[src/rtl/imm_encoder.sv]
// Iterative encoder from a 32-bit constant to an ARM rotated immediate {rot, imm8}.
// Tests CHECKS_PER_CYCLE rotations per clock; reports the smallest encodable rot.
//
//   state  | meaning
//   IDLE   | waiting for start; outputs hold the last result
//   SEARCH | testing rotations rc .. rc+CHECKS_PER_CYCLE-1 each cycle
module imm_encoder #(
  parameter int CHECKS_PER_CYCLE = 1
) (
  input  logic        clk,
  input  logic        rst,
  input  logic        start,
  input  logic [31:0] value,
  output logic        busy,
  output logic        done,
  output logic        valid,
  output logic [7:0]  imm8,
  output logic [3:0]  rot,
  output logic [11:0] shift_operand
);

  typedef enum logic {IDLE, SEARCH} state_t;

  localparam logic [4:0] STEP5 = 5'(CHECKS_PER_CYCLE);
  localparam logic [3:0] STEP4 = STEP5[3:0];

  state_t      state;
  logic [31:0] value_reg;
  logic [3:0]  rc;

  logic        hit;
  logic [3:0]  hit_rot;
  logic [7:0]  hit_imm;
  logic [3:0]  cand;
  logic [31:0] rotated;
  logic        last_group;

  function automatic logic [31:0] rol32(input logic [31:0] x, input logic [4:0] s);
    logic [63:0] t;
    t = {x, x} << s;
    return t[63:32];
  endfunction

  // Lowest rotation in this cycle's group whose rotated value fits in 8 bits wins.
  always_comb begin
    hit     = 1'b0;
    hit_rot = '0;
    hit_imm = '0;
    cand    = '0;
    rotated = '0;
    for (int i = 0; i < CHECKS_PER_CYCLE; i++) begin
      cand    = rc + 4'(i);
      rotated = rol32(value_reg, {cand, 1'b0});
      if (!hit && rotated[31:8] == 24'd0) begin
        hit     = 1'b1;
        hit_rot = cand;
        hit_imm = rotated[7:0];
      end
    end
  end

  assign last_group    = (({1'b0, rc} + STEP5) == 5'd16);
  assign shift_operand = {rot, imm8};

  always_ff @(posedge clk or posedge rst) begin
    if (rst) begin
      state     <= IDLE;
      value_reg <= '0;
      rc        <= '0;
      busy      <= 1'b0;
      done      <= 1'b0;
      valid     <= 1'b0;
      imm8      <= '0;
      rot       <= '0;
    end else begin
      done <= 1'b0;
      case (state)
        IDLE: begin
          if (start) begin
            value_reg <= value;
            rc        <= '0;
            busy      <= 1'b1;
            state     <= SEARCH;
          end
        end
        SEARCH: begin
          if (hit) begin
            imm8  <= hit_imm;
            rot   <= hit_rot;
            valid <= 1'b1;
            done  <= 1'b1;
            busy  <= 1'b0;
            state <= IDLE;
          end else if (last_group) begin
            imm8  <= '0;
            rot   <= '0;
            valid <= 1'b0;
            done  <= 1'b1;
            busy  <= 1'b0;
            state <= IDLE;
          end else begin
            rc <= rc + STEP4;
          end
        end
        default: state <= IDLE;
      endcase
    end
  end

endmodule

[config.mk]
export PLATFORM = sky130hd
export DESIGN_NAME = imm_encoder
export DESIGN_NICKNAME = d
export VERILOG_FILES = /design/src/rtl/imm_encoder.sv
export SDC_FILE = /design/constraint.sdc
export NUM_CORES = 1
export LEC_CHECK = 0
export ABC_AREA = 1
export CAP_MARGIN = 20
export CORE_MARGIN = 3
export CORE_UTILIZATION = 50
export CTS_BUF_LIST = sky130_fd_sc_hd__clkbuf_2
export DETAILED_ROUTE_END_ITERATION = 8
export PLACE_DENSITY = 0.79
export RECOVER_POWER = 50
export SKIP_LAST_GASP = 1
export SLEW_MARGIN = 20
export SYNTH_ARGS = -nofsm -noshare
export SYNTH_HDL_FRONTEND = slang
export SYNTH_SLANG_ARGS = --single-unit
[constraint.sdc]
create_clock -name clk -period 5.5 [get_ports clk]
set_input_delay 0.55 -clock clk [delete_from_list [all_inputs] [get_ports clk]]
set_output_delay 0.55 -clock clk [all_outputs]
set_load 0.05 [all_outputs]
# Yosys cells after proc, flatten, opt, wreduce, memory -nomap -nowiden
# Index checks and enable logic that the tools add are counted.
[word_totals]
reg_bits = 52
input_bits = 35
out_inout_bits = 27
wordCells = 46
[op_classes]
add_sub_neg = 2
n_eq_ne = 5
shift = 1
mux = 23
n_bitwise = 1
n_reduce_logical = 6
[ops]
columns = ["op", "count"]
rows = [
  ["<< shifter 64 x 5 -> 64 bit", 1],
  ["logical NOT 24 bit", 1],
  ["two-way mux 4 bit", 6],
  ["two-way mux 8 bit", 3],
  ["two-way mux 1 bit", 11],
  ["case mux 4 bit (2 select lines)", 1],
  ["!= test 2 bit, second input constant", 3],
  ["AND reduction 2 bit", 3],
  ["adder 4 x 1 -> 5 bit, second input constant", 1],
  ["== test 5 bit, second input constant", 1],
  ["adder 4 x 1 -> 4 bit, second input constant", 1],
  ["case mux 1 bit (2 select lines)", 2],
  ["!= test 3 x 1 -> 1 bit, second input constant", 1],
  ["AND reduction 3 bit", 1],
  ["nonzero test 2 bit", 1],
  ["inverter 1 bit", 1],
]

# Depth between registers and ports, before layout
[depth]
depth_word = 5
ltp_mapped = 16
mapped_depth_nobuf = 14

# Least setup slack after synthesis
# Ideal clock, no wire load.
[synth_timing]
path_kind = "register to register"
startpoint = "reg rc[0]"
endpoint = "reg rot[3]"
setup_time_ps = 128
arrival_ps = 1758
required_ps = 5372
slack_ps = 3614
stages_incl_launch_ff = 16
n_path_buf = 3
synth_period_minus_slack_ps = 1886
cell_sequence = "dfrtp_1 > buf_6 > buf_2 > nand2_1 > nand3_1 > nand2_1 > nand2_1 > nor2_2 > inv_1 > nand2_1 > nand3_1 > nand2_2 > nand4_4 > buf_6 > nand3_1 > o21ai_2"
[synth_between]
elab_chain_len = 5
elab_cells_between_ends = 9
classes_between = "add/sub (1); eq/ne (1); shift (1); mux (3); reduce/logical (3)"
[synth_lines]
columns = ["item", "line_no", "text"]
rows = [
  ["start: declaration", "29", "logic [3:0] rc;"],
  ["start signal: assignment", "102", "rc <= rc + STEP4;"],
  ["<< shifter 64 x 5 -> 64 bit", "40", "t = {x, x} << s;"],
  ["logical NOT 24 bit", "54", "if (!hit && rotated[31:8] == 24'd0) begin"],
  ["two-way mux 1 bit", "54", ""],
  ["nonzero test 2 bit (no source line)", "-", ""],
  ["AND reduction 2 bit (no source line)", "-", ""],
  ["end signal: assignment", "89", "rot <= hit_rot;"],
  ["end: declaration", "18", "output logic [3:0] rot,"],
]
# Parallel ways exist; a longest one is shown, timed or not.
# A chain may end at the register's enable or synchronous reset.

# Worst setup path after layout
[layout_timing]
startpoint = "reg rc[1]"
endpoint = "reg busy"
[layout_between]
elab_chain_len = 5
elab_cells_between_ends = 9
classes_between = "add/sub (1); eq/ne (2); shift (1); mux (3); reduce/logical (2)"
[layout_lines]
columns = ["item", "line_no", "text"]
rows = [
  ["<< shifter 64 x 5 -> 64 bit", "40", ""],
  ["logical NOT 24 bit", "54", ""],
  ["two-way mux 1 bit", "54", ""],
  ["two-way mux 1 bit or != test 3 x 1 -> 1 bit (tied branches)", "-", ""],
  ["case mux 1 bit (2 select lines) or AND reduction 2 bit (tied branches)", "-", ""],
  ["end signal: assignment", "82", "busy <= 1'b1;"],
  ["end signal: assignment", "92", "busy <= 1'b0;"],
  ["end signal: assignment", "99", "busy <= 1'b0;"],
  ["end: declaration", "14", "output logic busy,"],
]
# Parallel ways exist; a longest one is shown, timed or not.

==> summary.txt <==
STA
  • Max-slew violations: 92
  • Min setup slack post-route: 2.72 ns
  • RSZ-0062 raised after global routing: no
  • Part of the cycle the worst path needs: 50.5%
  • Worst hold slack: 0.543 ns
  • Setup tns final: 0 ns
  • Clock skew: 0.0181 ns
  • Worst slew margin: -49.8%
  • Final Hold Viols: 0
  • Fmax: 360 MHz
  • Final min period: 2.78 ns
  • Measured slew at the worst slew-check pin: 2.23 ns
  • Final setup fails: 0

Clock network
  • Clk buf depth: 2
  • Hold_buf cts: 0
  • Clk slew on worst S/H paths: 0.24 ns
  • H-tree levels: 2
  • Sink Count: 52
  • Total CTS buffers: 5
  • Clock Latency Late Sink: 0.44 ns
  • Cts repair resizes: 0
  • CTS tree: done
  • Post-CTS setup buffers: 0
  • CTS root buf: clkbuf_2

Yosys
  • Syn nets: 528
  • Area fraction in compound gates after synthesis: 3.93%
  • Sequential fraction of the synthesis area: 36.2%
  • Cells after Synth: 492
  • Mux share of post-synthesis cell area: 10.0%
  • Synth unique cells: 29
  • Synth Area in XOR/XNOR: 0.487%
  • Largest family of logic cells by synthesized area: simple AND/OR/NAND/NOR gates
  • Synth Register Bits: 52
  • Post-Synth Adder-Cell Area: 0.348%
  • Synth warnings: 0
  • Post-Synth Simple-Gate Area: 38.6%
  • Cell area after synthesis: 3590 um^2
  • Syn avg cell area: 7.30 um^2

Cells and area
  • Share of post-route cells with drive strength above 1: 11.3%
  • Final #Nets: 558
  • Non-filler cells, final: 618
  • Final instance area: 4100 um^2
  • Storage cell area: 1300 um^2
  • Layout fillers: 675
  • Area grow syn2layout: 14.1%
  • Core Util, Final: 59.7%
  • Inserted Diodes: 0
  • Area of the multi-input gates: 1920 um^2
  • Max reg flops: 32

GRT
  • Initial antenna violation count: 0
  • Vias in the first global route: 3111
  • First-pass GRT wire length: 14.7 mm
  • Total Routing Usage GR: 21.5%
  • Grt ovf: 0
  • Largest net degree at the start of global routing: 53

Floorplan
  • Core ar.: 6870 um^2
  • Initial Util: 52.3%
  • I/O pin cnt: 62
  • Placement Rows: 30
  • Die Area: 8240 um^2
  • Die width: 90.8 um
  • Die height: 90.8 um

Power and ir drop
  • Worst VDD drop: 242 uV
  • Clock power frac: 5.7%
  • Psw: 1.37 mW
  • Total Power: 2.53 mW
  • Switch share: 54.1%
  • Sequential Power Share: 27.8%
  • P_leak: 2.03 nW
  • Combinational Power Share: 66.6%
  • PwrDens: 618 nW/um^2
  • Int Pwr: 1.16 mW

Status
  • Outcome: finished, violations left
  • Failing checks: capacitance limit, slew limit

Place
  • Dpl hpwl: 6.41 mm
  • Port Buffer Count: 61
  • Cells after DPL: 611
  • DP Worst Slack: 2.82 ns
  • Placer Congestion: 0.926
  • Post-DP Area: 4070 um^2

Drt
  • WL met2: 4.08 mm
  • Router iterations before antenna repair: 5
  • Post-route ant nets: 0
  • WL met1: 3.79 mm
  • Via density: 5.36
  • 1st-iter DRT viols: 172
  • Vias after detailed routing: 3313
  • WL/cell: 13.7 um
  • Remaining DRCs: 0
  • Met3 wire length: 482 um
  • WL final: 8.50 mm
  • Highest metal used: met4

Critical path
  • R2r setup slk: 2.72 ns
  • Worst Path Class, Setup: register to register
  • Critical Path RT: 5.79 ns
  • Critical Path Source Type: register
  • RR Startpoint: rc[1]
  • Critical path arrival: 3.07 ns
  • Reg2reg end: busy
  • CP startpoint: rc[1]
  • Crit path max fanout: 35
  • R2R depth: 12
  • Worst Setup End Kind: register
  • Crit path capture: busy

Run
  • Max Cap Viol: 2

Min path
  • Worst min path class: register to register
-- cells in the final DEF, fill, tap and decap left out, drive strengths merged --
master	netlist	final
and2	2	2
a21oi	1	1
ha	1	1
inv	23	22
buf	34	2
o21ai	22	22
mux2	32	32
o211ai	1	1
nand3	101	101
clkinv	1	3
nor2	20	20
nand4	6	6
dfrtp	52	52
xor2	2	2
dlygate4sd3	0	1
nand2	186	186
clkdlybuf4s50	0	60
clkinvlp	0	1
clkbuf	7	6
nor3	1	1
-- layout make-up --
type                            count  share of cell area, %
Multi-Input combinational cell    375                   46.9
Sequential cell                    52                   31.7
Timing Repair Buffer               64                   15.4
Tap cell                           96                   2.93
Inverter                           24                   2.32
Clock buffer                        5                  0.611
Clock inverter                      2                  0.183
-- power groups by stage --
stage | Clock (mW) | Combinational (mW) | Sequential [mW]
2_1_floorplan | 0 | 1.34 | 0.706
3_3_place_gp | 0 | 1.63 | 0.704
3_5_place_dp | 0 | 1.67 | 0.711
4_1_cts | 0.151 | 1.67 | 0.701
5_1_grt | 0.165 | 1.91 | 0.728
6_report | 0.143 | 1.69 | 0.703
-- worst max-delay path, stage by stage, from the launching register on --
cell	delay, ns
dfrtp_1	0.39
buf_4	0.33
clkinv_2	0.49
nand2_1	0.20
nand2_1	0.11
nand2_1	0.09
o211ai_1	0.09
nor2_1	0.14
nand2_1	0.06
nand2_1	0.12
nand4_4	0.35
nand3_1	0.18
nand2_1	0.06
-- how the worst min path moves through the flow --
stage	endpoint	slack, ns	start	cells after the start
after floorplan	value_reg[23]	0.50	value_reg[23]	1
final	busy	0.54	busy	2
after detailed placement	busy	0.50	busy	2
after CTS	busy	0.55	busy	2
after global placement	busy	0.49	busy	2
after global routing	value_reg[4]	0.58	value_reg[4]	1
-- per-layer routing --
metal  global-route usage (%)  up-vias
li1                         -     1659
met1                     29.0     1524
met2                     36.4      118
met3                     3.25       12
met4                     4.77        0
met5                        0        -
-- synthesized netlist by cell type --
cell type | n | area (um^2)
nand2_1 | 184 | 691
nand3_1 | 96 | 480
dfrtp_1 | 52 | 1300
mux2_2 | 32 | 360
inv_1 | 21 | 78.8
nor2_1 | 18 | 67.6
buf_4 | 13 | 97.6
buf_2 | 12 | 60.1
o21ai_0 | 10 | 50.1
buf_6 | 7 | 78.8
o21ai_1 | 7 | 35.0
clkbuf_1 | 5 | 18.8
nand3_2 | 5 | 50.1
nand4_1 | 5 | 31.3
o21ai_2 | 5 | 43.8
and2_1 | 2 | 12.5
buf_1 | 2 | 7.51
clkbuf_4 | 2 | 15.0
nand2_2 | 2 | 12.5
nor2_2 | 2 | 12.5
xor2_1 | 2 | 17.5
a21oi_1 | 1 | 5.00
clkinv_2 | 1 | 5.00
ha_1 | 1 | 12.5
inv_2 | 1 | 3.75
inv_4 | 1 | 6.26
nand4_4 | 1 | 21.3
nor3_2 | 1 | 10.0
o211ai_1 | 1 | 7.51
-- cells by family after synthesis --
group,after synthesis
xor gates and xnor gates,2
AOI/OAI and AO/OA,24
DFF,52
adders and majority gates,1
muxes,32
and+or+nand+nor,316
buffers and inverters,65
(Power assumes the default switching activity.)
